<file path="src/rtl/note_sequencer_if.sv">
// Control, pattern-write and channel-output bundle for the note sequencer.
// The master drives the table and playback controls; the slave is the sequencer.
interface note_sequencer_if #(
  parameter int FREQ_W = 12,
  parameter int ADDR_W = 4
);
  logic              wr_en;
  logic [ADDR_W-1:0] wr_addr;
  logic [2:0]        wr_sel;
  logic [FREQ_W-1:0] wr_data;
  logic              start;
  logic              stop;
  logic              loop_en;
  logic [ADDR_W-1:0] last_step;
  logic [FREQ_W-1:0] freq1;
  logic [FREQ_W-1:0] freq2;
  logic [FREQ_W-1:0] freq3;
  logic [FREQ_W-1:0] freq4;
  logic [ADDR_W-1:0] step;
  logic              busy;
  logic              done;

  modport master (
    output wr_en, wr_addr, wr_sel, wr_data, start, stop, loop_en, last_step,
    input  freq1, freq2, freq3, freq4, step, busy, done
  );

  modport slave (
    input  wr_en, wr_addr, wr_sel, wr_data, start, stop, loop_en, last_step,
    output freq1, freq2, freq3, freq4, step, busy, done
  );
endinterface

</file>
<file path="src/rtl/note_sequencer.sv">
// Step sequencer feeding the four channel frequency words from a programmable
// pattern table; each step holds four frequency words and a duration in ticks.
//
//   state | meaning
//   IDLE  | outputs silent, waiting for start
//   PLAY  | stepping through the table, freqs latched on step entry
module note_sequencer #(
  parameter int FREQ_W   = 12,
  parameter int ADDR_W   = 4,
  parameter int DUR_W    = 8,
  parameter int TICK_DIV = 50000
) (
  input logic             clk,
  input logic             reset_n,
  note_sequencer_if.slave bus
);
  localparam int DEPTH = 2 ** ADDR_W;
  localparam int PS_W  = $clog2(TICK_DIV);
  localparam logic [PS_W-1:0] PS_MAX = PS_W'(TICK_DIV - 1);

  typedef enum logic {IDLE = 1'b0, PLAY = 1'b1} state_t;

  state_t            state, state_nxt;
  logic [FREQ_W-1:0] freq_tab [4][DEPTH];
  logic [DUR_W-1:0]  dur_tab  [DEPTH];
  logic [FREQ_W-1:0] freq_q   [4];
  logic [ADDR_W-1:0] step_q;
  logic [PS_W-1:0]   presc;
  logic [DUR_W-1:0]  dur_cnt;
  logic              done_q;

  logic              tick, last_tick;
  logic              enter, go_idle, done_nxt;
  logic [ADDR_W-1:0] enter_idx;

  wire unused_wr_data = &{1'b0, bus.wr_data[FREQ_W-1:DUR_W]};

  always_ff @(posedge clk or negedge reset_n) begin
    if (!reset_n) begin
      for (int i = 0; i < DEPTH; i++) begin
        for (int c = 0; c < 4; c++) freq_tab[c][i] <= '0;
        dur_tab[i] <= '0;
      end
    end else if (bus.wr_en) begin
      if (!bus.wr_sel[2]) freq_tab[bus.wr_sel[1:0]][bus.wr_addr] <= bus.wr_data;
      else if (bus.wr_sel == 3'd4) dur_tab[bus.wr_addr] <= bus.wr_data[DUR_W-1:0];
    end
  end

  // A duration of 0 or 1 both end the step on its first tick.
  always_comb begin
    tick      = (state == PLAY) && (presc == PS_MAX);
    last_tick = tick && (dur_cnt <= DUR_W'(1));
  end

  always_ff @(posedge clk or negedge reset_n) begin
    if (!reset_n) state <= IDLE;
    else          state <= state_nxt;
  end

  always_comb begin
    state_nxt = state;
    enter     = 1'b0;
    enter_idx = '0;
    go_idle   = 1'b0;
    done_nxt  = 1'b0;
    case (state)
      IDLE: begin
        if (bus.stop) begin
          go_idle = 1'b1;
        end else if (bus.start) begin
          state_nxt = PLAY;
          enter     = 1'b1;
        end
      end
      PLAY: begin
        if (bus.stop) begin
          state_nxt = IDLE;
          go_idle   = 1'b1;
        end else if (bus.start) begin
          enter = 1'b1;
        end else if (last_tick) begin
          if (step_q != bus.last_step) begin
            enter     = 1'b1;
            enter_idx = step_q + ADDR_W'(1);
          end else if (bus.loop_en) begin
            enter = 1'b1;
          end else begin
            state_nxt = IDLE;
            go_idle   = 1'b1;
            done_nxt  = 1'b1;
          end
        end
      end
      default: state_nxt = IDLE;
    endcase
  end

  always_ff @(posedge clk or negedge reset_n) begin
    if (!reset_n) begin
      for (int c = 0; c < 4; c++) freq_q[c] <= '0;
      step_q  <= '0;
      presc   <= '0;
      dur_cnt <= '0;
      done_q  <= 1'b0;
    end else begin
      done_q <= done_nxt;
      if (go_idle) begin
        for (int c = 0; c < 4; c++) freq_q[c] <= '0;
        step_q  <= '0;
        presc   <= '0;
        dur_cnt <= '0;
      end else if (enter) begin
        for (int c = 0; c < 4; c++) freq_q[c] <= freq_tab[c][enter_idx];
        step_q  <= enter_idx;
        presc   <= '0;
        dur_cnt <= dur_tab[enter_idx];
      end else if (state == PLAY) begin
        if (tick) begin
          presc   <= '0;
          dur_cnt <= dur_cnt - DUR_W'(1);
        end else begin
          presc <= presc + PS_W'(1);
        end
      end
    end
  end

  assign bus.freq1 = freq_q[0];
  assign bus.freq2 = freq_q[1];
  assign bus.freq3 = freq_q[2];
  assign bus.freq4 = freq_q[3];
  assign bus.step  = step_q;
  assign bus.busy  = (state == PLAY);
  assign bus.done  = done_q;
endmodule

</file>
<file path="src/flat_wrapper.sv">
// flat-port wrapper written by rule: the top's interface ports become plain ports
module note_sequencer_flat 
#(
  parameter int FREQ_W   = 12,
  parameter int ADDR_W   = 4,
  parameter int DUR_W    = 8,
  parameter int TICK_DIV = 50000
)
  (clk, reset_n, bus_wr_en, bus_wr_addr, bus_wr_sel, bus_wr_data, bus_start, bus_stop, bus_loop_en, bus_last_step, bus_freq1, bus_freq2, bus_freq3, bus_freq4, bus_step, bus_busy, bus_done);
  note_sequencer_if #(.FREQ_W(FREQ_W), .ADDR_W(ADDR_W)) bus_i ();
  input logic clk;
  input logic reset_n;
  input wire logic [$bits(bus_i.wr_en)-1:0] bus_wr_en;
  input wire logic [$bits(bus_i.wr_addr)-1:0] bus_wr_addr;
  input wire logic [$bits(bus_i.wr_sel)-1:0] bus_wr_sel;
  input wire logic [$bits(bus_i.wr_data)-1:0] bus_wr_data;
  input wire logic [$bits(bus_i.start)-1:0] bus_start;
  input wire logic [$bits(bus_i.stop)-1:0] bus_stop;
  input wire logic [$bits(bus_i.loop_en)-1:0] bus_loop_en;
  input wire logic [$bits(bus_i.last_step)-1:0] bus_last_step;
  output wire logic [$bits(bus_i.freq1)-1:0] bus_freq1;
  output wire logic [$bits(bus_i.freq2)-1:0] bus_freq2;
  output wire logic [$bits(bus_i.freq3)-1:0] bus_freq3;
  output wire logic [$bits(bus_i.freq4)-1:0] bus_freq4;
  output wire logic [$bits(bus_i.step)-1:0] bus_step;
  output wire logic [$bits(bus_i.busy)-1:0] bus_busy;
  output wire logic [$bits(bus_i.done)-1:0] bus_done;
  assign bus_i.wr_en = bus_wr_en;
  assign bus_i.wr_addr = bus_wr_addr;
  assign bus_i.wr_sel = bus_wr_sel;
  assign bus_i.wr_data = bus_wr_data;
  assign bus_i.start = bus_start;
  assign bus_i.stop = bus_stop;
  assign bus_i.loop_en = bus_loop_en;
  assign bus_i.last_step = bus_last_step;
  assign bus_freq1 = bus_i.freq1;
  assign bus_freq2 = bus_i.freq2;
  assign bus_freq3 = bus_i.freq3;
  assign bus_freq4 = bus_i.freq4;
  assign bus_step = bus_i.step;
  assign bus_busy = bus_i.busy;
  assign bus_done = bus_i.done;
  note_sequencer #(.FREQ_W(FREQ_W), .ADDR_W(ADDR_W), .DUR_W(DUR_W), .TICK_DIV(TICK_DIV)) u_core (.clk(clk), .reset_n(reset_n), .bus(bus_i));
endmodule
</file>
<file path="config.mk">
export PLATFORM = sky130hd
export DESIGN_NAME = note_sequencer_flat
export DESIGN_NICKNAME = d
export VERILOG_FILES = /design/src/rtl/note_sequencer_if.sv /design/src/rtl/note_sequencer.sv /design/src/flat_wrapper.sv
export SDC_FILE = /design/constraint.sdc
export NUM_CORES = 2
export LEC_CHECK = 0
export CORE_ASPECT_RATIO = 0.75
export CORE_MARGIN = 2
export CORE_UTILIZATION = 55
export CTS_BUF_LIST = sky130_fd_sc_hd__clkbuf_8
export CTS_CLUSTER_DIAMETER = 50
export DETAILED_ROUTE_END_ITERATION = 7
export GPL_TIMING_DRIVEN = 0
export PLACE_DENSITY = 0.7
export SETUP_SLACK_MARGIN = 0.02
export SLEW_MARGIN = 20
export SYNTH_ARGS = -nofsm -noshare
export SYNTH_HDL_FRONTEND = slang
export SYNTH_SLANG_ARGS = --single-unit
</file>
<file path="constraint.sdc">
create_clock -name clk -period 7.09 [get_ports clk]
set_input_delay 2.127 -clock clk [delete_from_list [all_inputs] [get_ports clk]]
set_output_delay 2.127 -clock clk [all_outputs]
set_load 0.005 [all_outputs]
</file>
==> flow_summary.toml <==
[global_routing]
antenna_found_initial = 18
grt_overflow = 0
grt_usage_pct = 34.9
grt_pass1_vias = 32000
grt_pass1_wl_um = 215000
grt_max_degree = 149

[layout]
area_delta_synth_final_pct = 11.7
drive_above_1_share_pct = 33.5
seq_area_um2 = 24400
layout_common_cells = "dfrtp_1 (974), mux2_2 (907), clkbuf_1 (249)"
multiInputGateArea_um2 = 19800
nets = 3841
finalInstanceArea_um2 = 50900
mostFrequentLayoutCell = "dfrtp_1"
fin_util_pct = 62.0
fill_cells = 6545
final_cells = 5035

[die]
rows = 91
dieArea_um2 = 85100
die_y_um = 253
start_util_pct = 55.4
die_w_um = 336
core_area_um2 = 82100
ios = 83

[sta]
skew_ns = 0.0328
worst_pin_slew_ns = 1.27
slew_headroom_pct = 14.7
timing.hold.ws_ns = 0.496
finalSetupViolCount = 0
min_period_ns = 5.52
fin_setup_tns_ns = 0
hold_violations = 0
fmax_mhz = 181
rsz0062_at_grt = "false"
finalMaxSlewViolations = 0
finalCritPeriodShare_pct = 77.8

[place]
io_buffer_count = 67
placedCellCount = 4771
placed_area_um2 = 47900
hpwl_um = 99900
place.gp.congestion = 0.900

[worst_setup_path]
r2r_cells = 9
end_kind = "register"
cp.arrival_ns = 6.27
worstReg2RegStart = "u_core.bus.step[1]$_DFFE_PN0P_"
setup.worst_path.start = "bus_last_step[0]"
cp_max_fo = 10
path_class = "input pin to register"
worstPathRequired_ns = 7.84
startpoint_type = "input pin"

[power_and_ir_drop]
vdd_ir_drop_max_uv = 175
p_comb_share_pct = 8.7
p_seq_share_pct = 52.0
p_per_area_nw_per_um2 = 236
p_leak_uw = 0.0233
pwr-share-clk_pct = 39.3
p_sw_uw = 3060
p_int_uw = 8930
p_sw_share_pct = 25.5

[synth]
ys_dominant_reg_cell = "dfrtp_1"
synth_warnings = 0
synth-simple-area-share_pct = 7.59
synth_nets = 3610
syn_area_um2 = 45500
synthCells = 3577
synth_compound_area_share_pct = 5.43
synth-edff-count = 0
yosysSeqAreaShare_pct = 53.5
async_reset_ff_share_pct = 100
ys_types = 66
muxShareOfSynthArea_pct = 30.0
synth-seq-cells = 974
synthAdderAreaFrac_pct = 0.110
synth-xor-area-share_pct = 0.385
postSynthAreaPerCell_um2 = 12.7
synth_top_family_by_area = "multiplexers"

[route]
routedWlPerCell_um = 29.1
detail-route-antenna-nets = 0
vias = 32400
vias_per_cell = 6.43
drt_iter0_markers = 3746
wl_um = 146000
dr.pass1.iters = 7
drc_errors = 0

[clocking]
cts_buffers = 151
tritoncts = "done"
hold_buffers = 0
clock_sinks = 974
cts_buffer_depth = 3
cts_root_buf = "clkbuf_8"
insertion_delay_ns = 0.83
path_clk_slew_ns = 0.06
cts_resized = 0
cts_setup_buffers = 0
htreeDepth = 4

[worst_hold_path]
hold_class = "register to register"
hold_path_depth = 1
hold_start = "u_core.freq_tab[595]$_DFFE_PN0P_"

[flow_run]
drv_cap = 0

[outcome]
status = "complete, no violations"
-- routing by layer --
| layer | routed length [um] | GRT usage [%] | share of wire, % | vias up |
|---|---|---|---|---|
| met5 | 53 | 0 | 0.036 | - |
| met4 | 4760 | 11.9 | 3.2 | 8 |
| met3 | 16700 | 10.6 | 11 | 324 |
| met2 | 62700 | 49.6 | 43 | 1774 |
| met1 | 62300 | 50.9 | 43 | 16900 |
| li1 | - | - | - | 13400 |
-- synth_stat cells (3+ instances only) --
master,instances,share of area [%]
nor3b_1,48,0.79
a32o_1,48,1.1
dfrtp_1,974,54
nand3b_1,4,0.066
or4_1,5,0.082
inv_1,6,0.049
a21oi_1,123,1.4
xnor2_1,6,0.12
xor2_1,14,0.27
clkbuf_1,261,2.2
nor2b_1,4,0.055
and3_1,7,0.096
o311ai_0,4,0.077
a221oi_1,3,0.058
mux2_2,907,22
nor4_1,3,0.041
and2_1,5,0.069
nand2_1,206,1.7
nand4_1,6,0.082
nand3_1,117,1.3
or3_1,4,0.055
o22ai_1,50,0.69
or2_2,7,0.096
o211ai_1,3,0.049
a31oi_1,56,0.77
a211oi_1,5,0.082
buf_1,20,0.16
buf_6,3,0.074
ha_1,4,0.11
mux2i_1,126,2.8
o21ai_0,71,0.78
mux4_2,97,4.8
nand2b_1,54,0.74
nor2_1,220,1.8
buf_2,35,0.38
a22oi_1,3,0.049
nor3_1,18,0.20
buf_4,6,0.099
-- path summary, 6_finish.rpt --
path | to | slack, ns
worst min register to register | u_core.freq_tab[595]$_DFFE_PN0P_ | 0.50
worst max-delay path | u_core.bus.freq3[5]$_DFFE_PN0P_ | 1.57
min in group asynchronous | u_core.presc[10]$_DFFE_PN0P_ | 1.18
max in group asynchronous | u_core.freq_tab[543]$_DFFE_PN0P_ | 3.43
worst max register to register | u_core.bus.freq2[6]$_DFFE_PN0P_ | 2.37
worst min-delay path | u_core.freq_tab[595]$_DFFE_PN0P_ | 0.50
-- flip-flops by register name (all words and copies together) (netlist names) --
register and count:
u_core.dur_tab 128, u_core.bus.busy 1, u_core.bus.done 1, u_core.freq_tab 768
u_core.bus.freq4 12, u_core.presc 16, u_core.bus.step 4, u_core.bus.freq1 12
u_core.dur_cnt 8, u_core.bus.freq2 12, u_core.bus.freq3 12
-- worst max-delay path: stages --
cell,delay [ns]
clkdlybuf4s50_1,0.42
xor2_1,0.22
nor4_2,0.60
mux2i_1,0.16
nor3_1,0.25
o21bai_1,0.33
nor2_1,0.63
buf_2,0.48
buf_1,0.49
nand3_1,0.35
nand3_1,0.21
-- cells by family after synthesis --
family          count (synthesis)
compound gates                391
mux                          1130
buf+inv                       332
simple gates                  726
fa+ha+maj                       4
flops                         974
xor+xnor                       20
-- power by group through the flow --
stage                     logic (uW)  registers, uW  clock network, uW
after floorplan                  666           6240                  0
after global placement           983           6340                  0
after detailed placement        1030           6320                  0
after CTS                       1040           6220               4740
after global routing            1130           6270               5000
final                           1040           6230               4710
-- metrics by stage --
step | setup slack [ns] | total power, uW
floorplan | 2.89 | 6900
global placement | -40.78 | 7330
detailed placement | 0.960 | 7350
CTS | 1.80 | 12000
global route | 1.41 | 12400
finish | 1.57 | 12000
-- final cells by class --
type                    count  area share (%)
flip-flops and latches    974            47.9
multi-input cells        2271            39.0
clock buffers             193            5.22
well taps                1116            2.75
plain buffers             325            2.62
repair buffers             78            1.83
clock inverters            63           0.563
inverters                   7          0.0517
diodes                      8          0.0394
No activity file was read; power rests on OpenSTA's default activity.
==> RTL change, RTL diff (same settings) <==
`FREQ_W` is set to 12 in 3 places; all go to 10.
--- a/src/rtl/note_sequencer_if.sv
+++ b/src/rtl/note_sequencer_if.sv
@@ -1,7 +1,7 @@
 // Control, pattern-write and channel-output bundle for the note sequencer.
 // The master drives the table and playback controls; the slave is the sequencer.
 interface note_sequencer_if #(
-  parameter int FREQ_W = 12,
+  parameter int FREQ_W = 10,
   parameter int ADDR_W = 4
 );
   logic              wr_en;
--- a/src/rtl/note_sequencer.sv
+++ b/src/rtl/note_sequencer.sv
@@ -5,7 +5,7 @@
 //   IDLE  | outputs silent, waiting for start
 //   PLAY  | stepping through the table, freqs latched on step entry
 module note_sequencer #(
-  parameter int FREQ_W   = 12,
+  parameter int FREQ_W   = 10,
   parameter int ADDR_W   = 4,
   parameter int DUR_W    = 8,
   parameter int TICK_DIV = 50000
--- a/src/flat_wrapper.sv
+++ b/src/flat_wrapper.sv
@@ -1,7 +1,7 @@
 // flat-port wrapper written by rule: the top's interface ports become plain ports
 module note_sequencer_flat 
 #(
-  parameter int FREQ_W   = 12,
+  parameter int FREQ_W   = 10,
   parameter int ADDR_W   = 4,
   parameter int DUR_W    = 8,
   parameter int TICK_DIV = 50000
Interface: changed (5 resized); port bits go from 83 to 73. The function was not compared with the original's and may differ.
==> RTL change against the original RTL <==
- final cell count shrank 14%
- core utilization grew 0.52 points
- sequential share of layout area shrank 0.26 points
- power shrank 13%
- sequential power shrank 14%
- global-route usage grew 0.27 points
- design area shrank 13%
- highest routed layer is now met4
- area after synthesis shrank 14%
- non-clock buffer count shrank 106
- worst setup slack gained 300 ps
- largest power group unchanged
- sequential cell count shrank 136
- wire length shrank 12%
- via count shrank 12%
- die area shrank 13%
==> RTL change: results (changes against the original RTL) <==
Routing
  – DRT iter0 DRCs: 3270 (-13%)
  – Detailed Route WL: 129.3 mm (-12%)
  – Vias/cell: 6.525 (+1.4%)
  – DRT Pass-1 Iters: 6 (-1)

Power
  – Max VDD drop: 0.1913 mV (+9.2%)
  – Leak: 0.02191 uW (-5.8%)
  – Power per cell area: 235.7 nW/um2 (about the same)

Yosys
  – Syn_area_per_cell: 12.70 um2 (-0.23%)
  – Register area share after synthesis: 0.5335 (-0.001954)
  – Post-Syn Nets: 3127 (-13%)
  – Synth top area cells: dfrtp_1 53%, mux2_2 23%, mux2i_1 8.0%, nand2_1 2.5%, clkbuf_1 1.4%
  – Post-synth top cells: 838 x dfrtp_1, 819 x mux2_2, 316 x mux2i_1, 267 x nand2_1, 150 x clkbuf_1

Worst hold path
  – Hold crit path type: register to register

Global routing
  – Largest net degree at the start of global routing: 110 (-26%)
  – Global-route met1 utilization: 0.5167 (+0.007715)
  – GR Layer Usage met3: 0.09963 (-0.006818)
  – Met2 Use GR: 0.4972 (+0.001278)
  – First-pass GRT wire length: 190.2 mm (-11%)
  – Vias in the first global route: 28760 (-10%)
  – Initial antenna violation count: 9 (-9)
  – GRT Total Usage: 0.3517 (+0.002743)

Setup path
  – WP data arrival: 5950 ps (-320 ps)
  – Slowest cell on crit path: nor2_1
  – Critical-path maximum fanout: 10 (unchanged)
  – Slowest stage delay, CP: 890 ps (+260 ps)

Clock tree
  – TritonCTS Buffers: 135 (-11%)
  – Post-CTS sizing: 0 (unchanged)

Layout
  – Fraction of layout cells with a size suffix above 1: 0.3292 (-0.005746)
  – Nets: 3332 (-13%)
  – Layout Cells excl Fill: 4347 (-14%)

STA
  – Slew headroom: 0.1573 (+0.01007)
  – Skew final: 43.00 ps (+10.15 ps)

Place
  – Dpl cell area: 41370 um2 (-14%)
  – DP Worst Slack: 1236 ps (+275.9 ps)
  – HPWL Detailed: 90.45 mm (-9.5%)
  – Placed Cells: 4110 (-14%)
  – Routability cong.: 0.9612 (+6.8%)
  – PortBufs: 57 (-15%)

Run status
  – Status: finished, final reports clean
-- RTL change: cell count changes after synthesis, sizes merged, moves of 88 or more --
cell and delta:
mux2 -88, nor2 -151, mux2i +190, nand3 -102, dfrtp -136, mux4 -97, clkbuf -110
-- RTL change: where the power goes --
group | internal (uW) | leakage (uW) | switching, uW | total (uW)
logic | 434 | 0.00902 | 502 | 936
registers | 5150 | 0.0114 | 206 | 5360
clock network | 2100 | 0.00147 | 1970 | 4070
-- RTL change: logic make-up after synthesis --
family / after synthesis / synth area share
multiplexers: 1135 / 0.3151
AND/OR/NAND/NOR: 465 / 0.05307
flip-flops: 838 / 0.5335
XOR/XNOR: 17 / 0.003788
AO/OA/AOI/OAI: 402 / 0.06863
buffers and inverters: 235 / 0.02461
adder cells (fa/ha/maj): 4 / 0.001273
-- RTL change: layer usage --
layer	vias up	share of wire
li1	11700	-
met1	14890	0.44
met3	291	0.11
met4	0	0.034
met2	1486	0.42
met5	-	0
-- RTL change: worst paths after layout --
path / cells past startpoint / to / startpoint / slack, ps
max: 9 / u_core.bus.freq1[0] / bus_start / 1870
min: 1 / u_core.dur_tab[9] / u_core.dur_tab[9] / 500
max reg2reg: 8 / u_core.dur_cnt[3] / u_core.bus.step[0] / 3070
min reg2reg: 1 / u_core.dur_tab[9] / u_core.dur_tab[9] / 500
max in group asynchronous: 4 / u_core.bus.freq2[8] / reset_n / 4110
min in group asynchronous: 1 / u_core.presc[4] / reset_n / 1210
-- RTL change: final cells by class --
class,instances,share of cell area
antenna,8,0.0004550
tap,946,0.02690
sequential,838,0.4766
clock inverter,63,0.006598
buffer,229,0.02158
clock buffer,166,0.05193
inverter,6,0.0005119
multi-input combinational,2023,0.3963
timing repair buffer,68,0.01914
